===== config.mk =====
export PLATFORM = sky130hd
export DESIGN_NAME = hub75_stream_writer
export DESIGN_NICKNAME = d
export VERILOG_FILES = /design/src/rtl/hub75_stream_writer_pkg.sv /design/src/rtl/hub75_stream_writer.sv
export SDC_FILE = /design/constraint.sdc
export NUM_CORES = 1
export LEC_CHECK = 0
export CORE_MARGIN = 2
export CORE_UTILIZATION = 42
export CTS_CLUSTER_DIAMETER = 150
export CTS_CLUSTER_SIZE = 16
export DETAILED_ROUTE_END_ITERATION = 10
export HOLD_SLACK_MARGIN = 0.15
export PLACE_DENSITY = 0.75
export SLEW_MARGIN = 20
export SYNTH_ARGS = -nofsm -noshare
export SYNTH_HDL_FRONTEND = slang
export SYNTH_SLANG_ARGS = --single-unit

===== constraint.sdc =====
create_clock -name clk -period 1.86 [get_ports clk]
set_input_delay 0.465 -clock clk [delete_from_list [all_inputs] [get_ports clk]]
set_output_delay 0.465 -clock clk [all_outputs]
set_load 0.02 [all_outputs]

===== src/rtl/hub75_stream_writer_pkg.sv =====
// hub75_stream_writer_pkg: shared state encoding for the HUB75 stream writer
package hub75_stream_writer_pkg;
  typedef enum logic [2:0] {IDLE, FILL, SWAP_WAIT, SWAP, STORE, FSWAP_WAIT, FSWAP} state_t;
endpackage


===== src/rtl/hub75_stream_writer.sv =====
// hub75_stream_writer: raster pixel stream to HUB75 frame buffer row writes, row swap/store and frame swap
module hub75_stream_writer
  import hub75_stream_writer_pkg::*;
#(
  parameter int N_BANKS = 2,
  parameter int N_ROWS = 32,
  parameter int N_COLS = 64,
  parameter int N_CHANS = 3,
  parameter int N_PLANES = 8,
  parameter int LOG_N_BANKS = $clog2(N_BANKS),
  parameter int LOG_N_ROWS = $clog2(N_ROWS),
  parameter int LOG_N_COLS = $clog2(N_COLS)
) (
  input  logic clk,
  input  logic rst,
  input  logic [N_CHANS*N_PLANES-1:0] in_data,
  input  logic in_sof,
  input  logic in_valid,
  output logic in_ready,
  output logic [LOG_N_BANKS-1:0] wr_bank_addr,
  output logic [LOG_N_ROWS-1:0] wr_row_addr,
  output logic wr_row_store,
  input  logic wr_row_rdy,
  output logic wr_row_swap,
  output logic [N_CHANS*N_PLANES-1:0] wr_data,
  output logic [LOG_N_COLS-1:0] wr_col_addr,
  output logic wr_en,
  output logic frame_swap,
  output logic err_sync
);
  localparam logic [LOG_N_COLS-1:0] X_LAST = LOG_N_COLS'(N_COLS - 1);
  localparam logic [LOG_N_ROWS-1:0] ROW_LAST = LOG_N_ROWS'(N_ROWS - 1);
  localparam logic [LOG_N_BANKS-1:0] BANK_LAST = LOG_N_BANKS'(N_BANKS - 1);
  state_t state, state_nxt;
  logic [LOG_N_COLS-1:0] x, col;
  logic [LOG_N_ROWS-1:0] row;
  logic [LOG_N_BANKS-1:0] bank;
  logic acc, wr_pix, last_col, last_line, at_origin, err_set;
  assign in_ready = state == IDLE || state == FILL;
  assign acc = in_valid & in_ready;
  assign wr_pix = acc & (state == FILL | in_sof);
  assign col = in_sof ? '0 : x;
  assign last_col = col == X_LAST;
  assign last_line = bank == BANK_LAST && row == ROW_LAST;
  assign at_origin = x == '0 && row == '0 && bank == '0;
  assign err_set = acc & (state == IDLE ? !in_sof : in_sof & !at_origin);
  assign wr_row_swap = state == SWAP;
  assign wr_row_store = state == STORE;
  assign frame_swap = state == FSWAP && wr_row_rdy;
  always_comb begin
    state_nxt = state;
    case (state)
      IDLE, FILL: if (wr_pix) state_nxt = last_col ? SWAP_WAIT : FILL;
      SWAP_WAIT: if (wr_row_rdy) state_nxt = SWAP;
      SWAP: state_nxt = STORE;
      STORE: state_nxt = last_line ? FSWAP_WAIT : FILL;
      FSWAP_WAIT: state_nxt = FSWAP;
      FSWAP: if (wr_row_rdy) state_nxt = IDLE;
      default: state_nxt = IDLE;
    endcase
  end
  always_ff @(posedge clk or posedge rst)
    if (rst) state <= IDLE;
    else state <= state_nxt;
  always_ff @(posedge clk or posedge rst) begin
    if (rst) begin
      x <= '0;
      row <= '0;
      bank <= '0;
      err_sync <= 1'b0;
      wr_bank_addr <= '0;
      wr_row_addr <= '0;
    end else begin
      err_sync <= err_sync | err_set;
      wr_bank_addr <= bank;
      wr_row_addr <= row;
      if (wr_pix) begin
        x <= last_col ? '0 : col + 1'b1;
        if (in_sof) begin
          row <= '0;
          bank <= '0;
        end
      end else if (state == STORE && !last_line) begin
        x <= '0;
        row <= row == ROW_LAST ? '0 : row + 1'b1;
        if (row == ROW_LAST) bank <= bank + 1'b1;
      end else if (frame_swap) begin
        row <= '0;
        bank <= '0;
      end
    end
  end
  always_ff @(posedge clk or posedge rst) begin
    if (rst) begin
      wr_en <= 1'b0;
      wr_col_addr <= '0;
      wr_data <= '0;
    end else begin
      wr_en <= wr_pix;
      if (wr_pix) begin
        wr_col_addr <= col;
        wr_data <= in_data;
      end
    end
  end
endmodule


# Word-level counts from Yosys, hierarchy flattened

Index checks and enable logic that the tools add are counted.

$add $sub $neg: 3
Equality and inequality tests: 13
Mux-type cells: 21
Bitwise logic cells: 7
Reduce and logical (&&, ||, !) cells: 18

Operators with widths:

| cell                | number |
|---|---|
| $mux 5              | 5 |
| $mux 6              | 4 |
| $pmux 3 s6          | 1 |
| $mux 3              | 4 |
| $eq 3x3->1 const B  | 3 |
| $ne 2x2->1 const B  | 4 |
| $add 6x1->6 const B | 1 |
| $eq 3x2->1 const B  | 2 |
| $eq 6x6->1 const B  | 1 |
| $logic_not 6->1     | 1 |
| $mux 1              | 6 |
| $reduce_and 3->1    | 2 |
| $add 5x1->5 const B | 1 |
| $eq 5x5->1 const B  | 1 |
| $logic_and 1x1->1   | 5 |
| $logic_not 5->1     | 1 |
| $and 1x1->1         | 4 |
| $eq 3x1->1 const B  | 1 |
| $logic_not 1->1     | 3 |
| $logic_not 3->1     | 1 |
| $ne 3x3->1 const B  | 1 |
| $reduce_bool 3->1   | 1 |
| $mux 2              | 1 |
| $or 1x1->1          | 2 |
| other kinds (6)     | 6 |

Bits in registers: 53
Input port bits: 29
Logic and storage cells: 72

# Logic depth before layout (Yosys ltp)

Word-level depth: 8
Mapped depth: 8
Gate-level depth less buffers: 7

# Worst setup path before layout

Ideal clock, no wire load.

Path kind: reg-to-reg
Start: reg row[0]
End: reg row[3]
Setup time: 65 ps
Arrival time: 1,773 ps
Setup slack: 22 ps
Cell stages (with the launch flop): 8
Buffers on the path: 0
Clock period less this slack: 1,838 ps
Path through: dfrtp_1 > ha_1 > and3_1 > ha_1 > or4b_4 > nor3_2 > a31oi_1 > nand2_1

Longest elaborated chain between the ends: 6
Elaborated cells between the ends (all ways): 10
Classes of those cells: 1 x add/sub; 1 x eq/ne; 3 x mux; 5 x reduce/logical

RTL lines:

| item                                                | line                      | source |
|---|---|---|
| start: declaration                                  | hub75_stream_writer.sv:36 | `logic [LOG_N_ROWS-1:0] row;` |
| start signal: assignment                            | hub75_stream_writer.sv:85 | `row <= row == ROW_LAST ? '0 : row + 1'b1;` |
| branches (longest 6 deep; another with $add 5x1->5) | -                         |  |

Parallel ways; which one is timed is not known.
A chain may end at the register's enable or synchronous reset.

# Worst setup path in the final report

Start: in wr_row_rdy
End: out frame_swap

Longest elaborated chain between the ends: 1

RTL lines:

| item               | line                      | source |
|---|---|---|
| start: declaration | hub75_stream_writer.sv:23 | `input logic wr_row_rdy,` |
| $logic_and 1x1->1  | hub75_stream_writer.sv:49 | `assign frame_swap = state == FSWAP && wr_row_rdy;` |
| end: declaration   | hub75_stream_writer.sv:28 | `output logic frame_swap,` |

No other way between the ends.

==> flow_metrics.env <==
export IMPL_skew_ns=0.00659
export IMPL_worstMarginPinSlew_ns=0.280
export IMPL_groute_usage_overall=0.189
export IMPL_syn_area_per_cell_sq_um=9.79
export IMPL_grt_pass1_wl_microns=9400
export IMPL_critPathMaxFanout=2
export IMPL_setup_viol=0
export IMPL_ys_types=47
export IMPL_first_pass_iters=4
export IMPL_cp_required_ns=1.39
export IMPL_fin_crit_sh=0.970
export IMPL_p_sw_mw=0.629
export IMPL_core_sq_um=5470
export IMPL_period_minus_slack_ns=1.80
export IMPL_dr_wl_met2_microns=2760
export IMPL_n_antenna_cell=0
export IMPL_path_clk_slew_ns=0.10
export IMPL_wire_per_inst_microns=13.4
export IMPL_dp_final_hpwl_microns=4090
export IMPL_slowest_stage="clkdlybuf4s50_1"
export IMPL_ys_seq_elements=53
export IMPL_hold_class="in -> async"
export IMPL_ctsLongestPathBuffers=2
export IMPL_grt_pass1_vias=2072
export IMPL_drive_gt1_frac=0.186
export IMPL_vias=2080
export IMPL_crit_arrival_ns=1.34
export IMPL_clock_sinks=53
export IMPL_start_kind="input pin"
export IMPL_grt_max_degree=44
export IMPL_finalMaxSlewViolations=0
export IMPL_cts_tree="yes"
export IMPL_fin_ws_ns=0.0559
export IMPL_synth_yosys_seq_area_share=0.558
export IMPL_leakagePower_nw=1.65
export IMPL_pwr_share_clk=0.271
export IMPL_wl_met3_microns=313
export IMPL_cts_buffers=5
export IMPL_cpPeakStageDelay_ns=0.47
export IMPL_cap_violations=0
export IMPL_top_layer_used="met4"
export IMPL_pwr_share_seq=0.536
export IMPL_io_buffers=70
export IMPL_grt_antenna_before_repair=0
export IMPL_viasPerCell=5.00
export IMPL_layout_common_cells="nand2_1, clkdlybuf4s50_1, dfrtp_1, buf_4, o21ai_1"
export IMPL_io_pins=71
export IMPL_die_width_microns=79.3
export IMPL_h_tree_depth=2
export IMPL_syn_num_nets=276
export IMPL_powerDensity_nw_per_um2=667
export IMPL_slew_headroom=0.813
export IMPL_clock_latency_ns=0.30
export IMPL_combPwrFrac=0.193
export IMPL_design_area_sq_um=3520
export IMPL_placed_area_sq_um=3370
export IMPL_synth_edf_count=0
export IMPL_ys_flop_type="dfrtp_1"
export IMPL_final_core_util=0.643
export IMPL_wl_microns=5590
export IMPL_postRouteAntennaNets=0
export IMPL_path_class="in -> out"
export IMPL_drc=0
export IMPL_status="completed"
export IMPL_async_reset_ff_frac=1.00
export IMPL_fin_nets=376
export IMPL_synth_warnings=0
export IMPL_drt_iter0_drc=90
export IMPL_fp_row_count=27
export IMPL_max_freq_mhz=554
export IMPL_worstPathCellList="clkdlybuf4s50_1 > and4b_2 > buf_2"
export IMPL_syn2layout_area_growth_pct=48.0
export IMPL_die_y_microns=79.3
export IMPL_p_sw_frac=0.268
export IMPL_synth_area_sq_um=2380
export IMPL_place_gp_congestion=0.818
export IMPL_die_area_sq_um=6280
export IMPL_cts_root_buffer="clkbuf_8"
export IMPL_initial_utilization=0.435
export IMPL_mostFrequentLayoutCell="nand2_1"
export IMPL_netlist_instances=243
export IMPL_grt_ovfl_total=0
export IMPL_wl_met1_microns=2450
export IMPL_crit_path_end_kind="output port"
export IMPL_p_int_mw=1.72
export IMPL_cp_top_family="buffers and inverters"
export IMPL_critical_path_buf_inv_count=2
export IMPL_final_hold_violation_count=0
export IMPL_vdd_drop_max_uv=375
export IMPL_place_worst_setup_slack_ns=-0.419
## registers in the layout, summed over array words and instances, names as in the netlist
signal / cells
wr_row_addr: 5
wr_data: 24
x: 6
bank: 1
wr_en: 1
wr_col_addr: 6
state: 3
wr_bank_addr: 1
row: 5
err_sync: 1
## through the flow
stage / TNS (ns) / hold WS, ns / power [mW] / instances
detailed placement: -8.35 / 0.451 / 1.74 / 404
global route: -0.0130 / 0.436 / 2.46 / 416
CTS: -0.00368 / 0.405 / 2.37 / 414
finish: 0 / 0.402 / 2.35 / 416
floorplan: 0 / 0.402 / 1.49 / 243
global placement: -6.20 / 0.450 / 1.73 / 404
## power by group through the flow
stage               combinational, mW  clock [mW]  sequential (mW)
floorplan                       0.133           0             1.35
finish                          0.454       0.638             1.26
global placement                0.448           0             1.28
detailed placement              0.457           0             1.28
global route                    0.497       0.698             1.27
CTS                             0.458       0.653             1.26
## kinds of logic (layout without fill, tap and decap cells)
kind of cell | after synthesis | after routing | share of synthesized area
buffers and inverters | 17 | 118 | 0.0416
AO/OA/AOI/OAI | 34 | 34 | 0.0973
multiplexers | 3 | 3 | 0.0132
adder cells (fa/ha/maj) | 4 | 4 | 0.0210
XOR/XNOR | 1 | 1 | 0.00368
AND/OR/NAND/NOR | 131 | 131 | 0.266
flip-flops | 53 | 53 | 0.558
## path summary, 6_finish.rpt
kind	from	end	slack, ns	cells after the start
worst max-delay path	wr_row_rdy	frame_swap	0.06	3
worst min-delay path	rst	wr_row_addr[0]$_DFF_PP0_	0.40	2
worst max register to register	row[1]$_DFFE_PP0P_	row[3]$_DFFE_PP0P_	0.09	7
worst min register to register	wr_data[2]$_DFFE_PP0P_	wr_data[2]$_DFFE_PP0P_	0.48	2
max in group asynchronous	rst	wr_data[19]$_DFFE_PP0P_	0.96	3
min in group clk	wr_data[2]$_DFFE_PP0P_	wr_data[2]$_DFFE_PP0P_	0.48	2
## cell type report
cell class                 instances  area [sq um]
timing repair buffer             104           992
clock inverter                     2          15.0
fill                             469          1950
sequential                        53          1330
multi-input combinational        173          1000
clock buffer                       6          72.6
inverter                           6          22.5
tap                               72          90.1
## synthesized netlist by cell type (all sizes together), types with 4 or more instances
| master | instances | share of area |
|---|---|---|
| inv | 6 | 0.0095 |
| buf | 6 | 0.024 |
| o21ai | 14 | 0.029 |
| nor2 | 5 | 0.0079 |
| nand2 | 91 | 0.14 |
| nand3 | 5 | 0.011 |
| dfrtp | 53 | 0.56 |
| nand2b | 7 | 0.018 |
| clkbuf | 5 | 0.0079 |
| ha | 4 | 0.021 |
## per-layer routing
metal,up-vias,track usage
met5,-,0
met4,0,0.0569
met3,9,0.0330
met2,73,0.330
met1,986,0.239
li1,1012,-
## timing repair
action / in CTS / in global routing
pin swaps: 5 / 3
hold buffers: 0 / 0
setup buffers: 2 / 2
setup endpoints to repair: 8 / 7
gates resized for setup: 13 / 7
gates cloned: 0 / 0
Power figures use the tool's default switching activity.
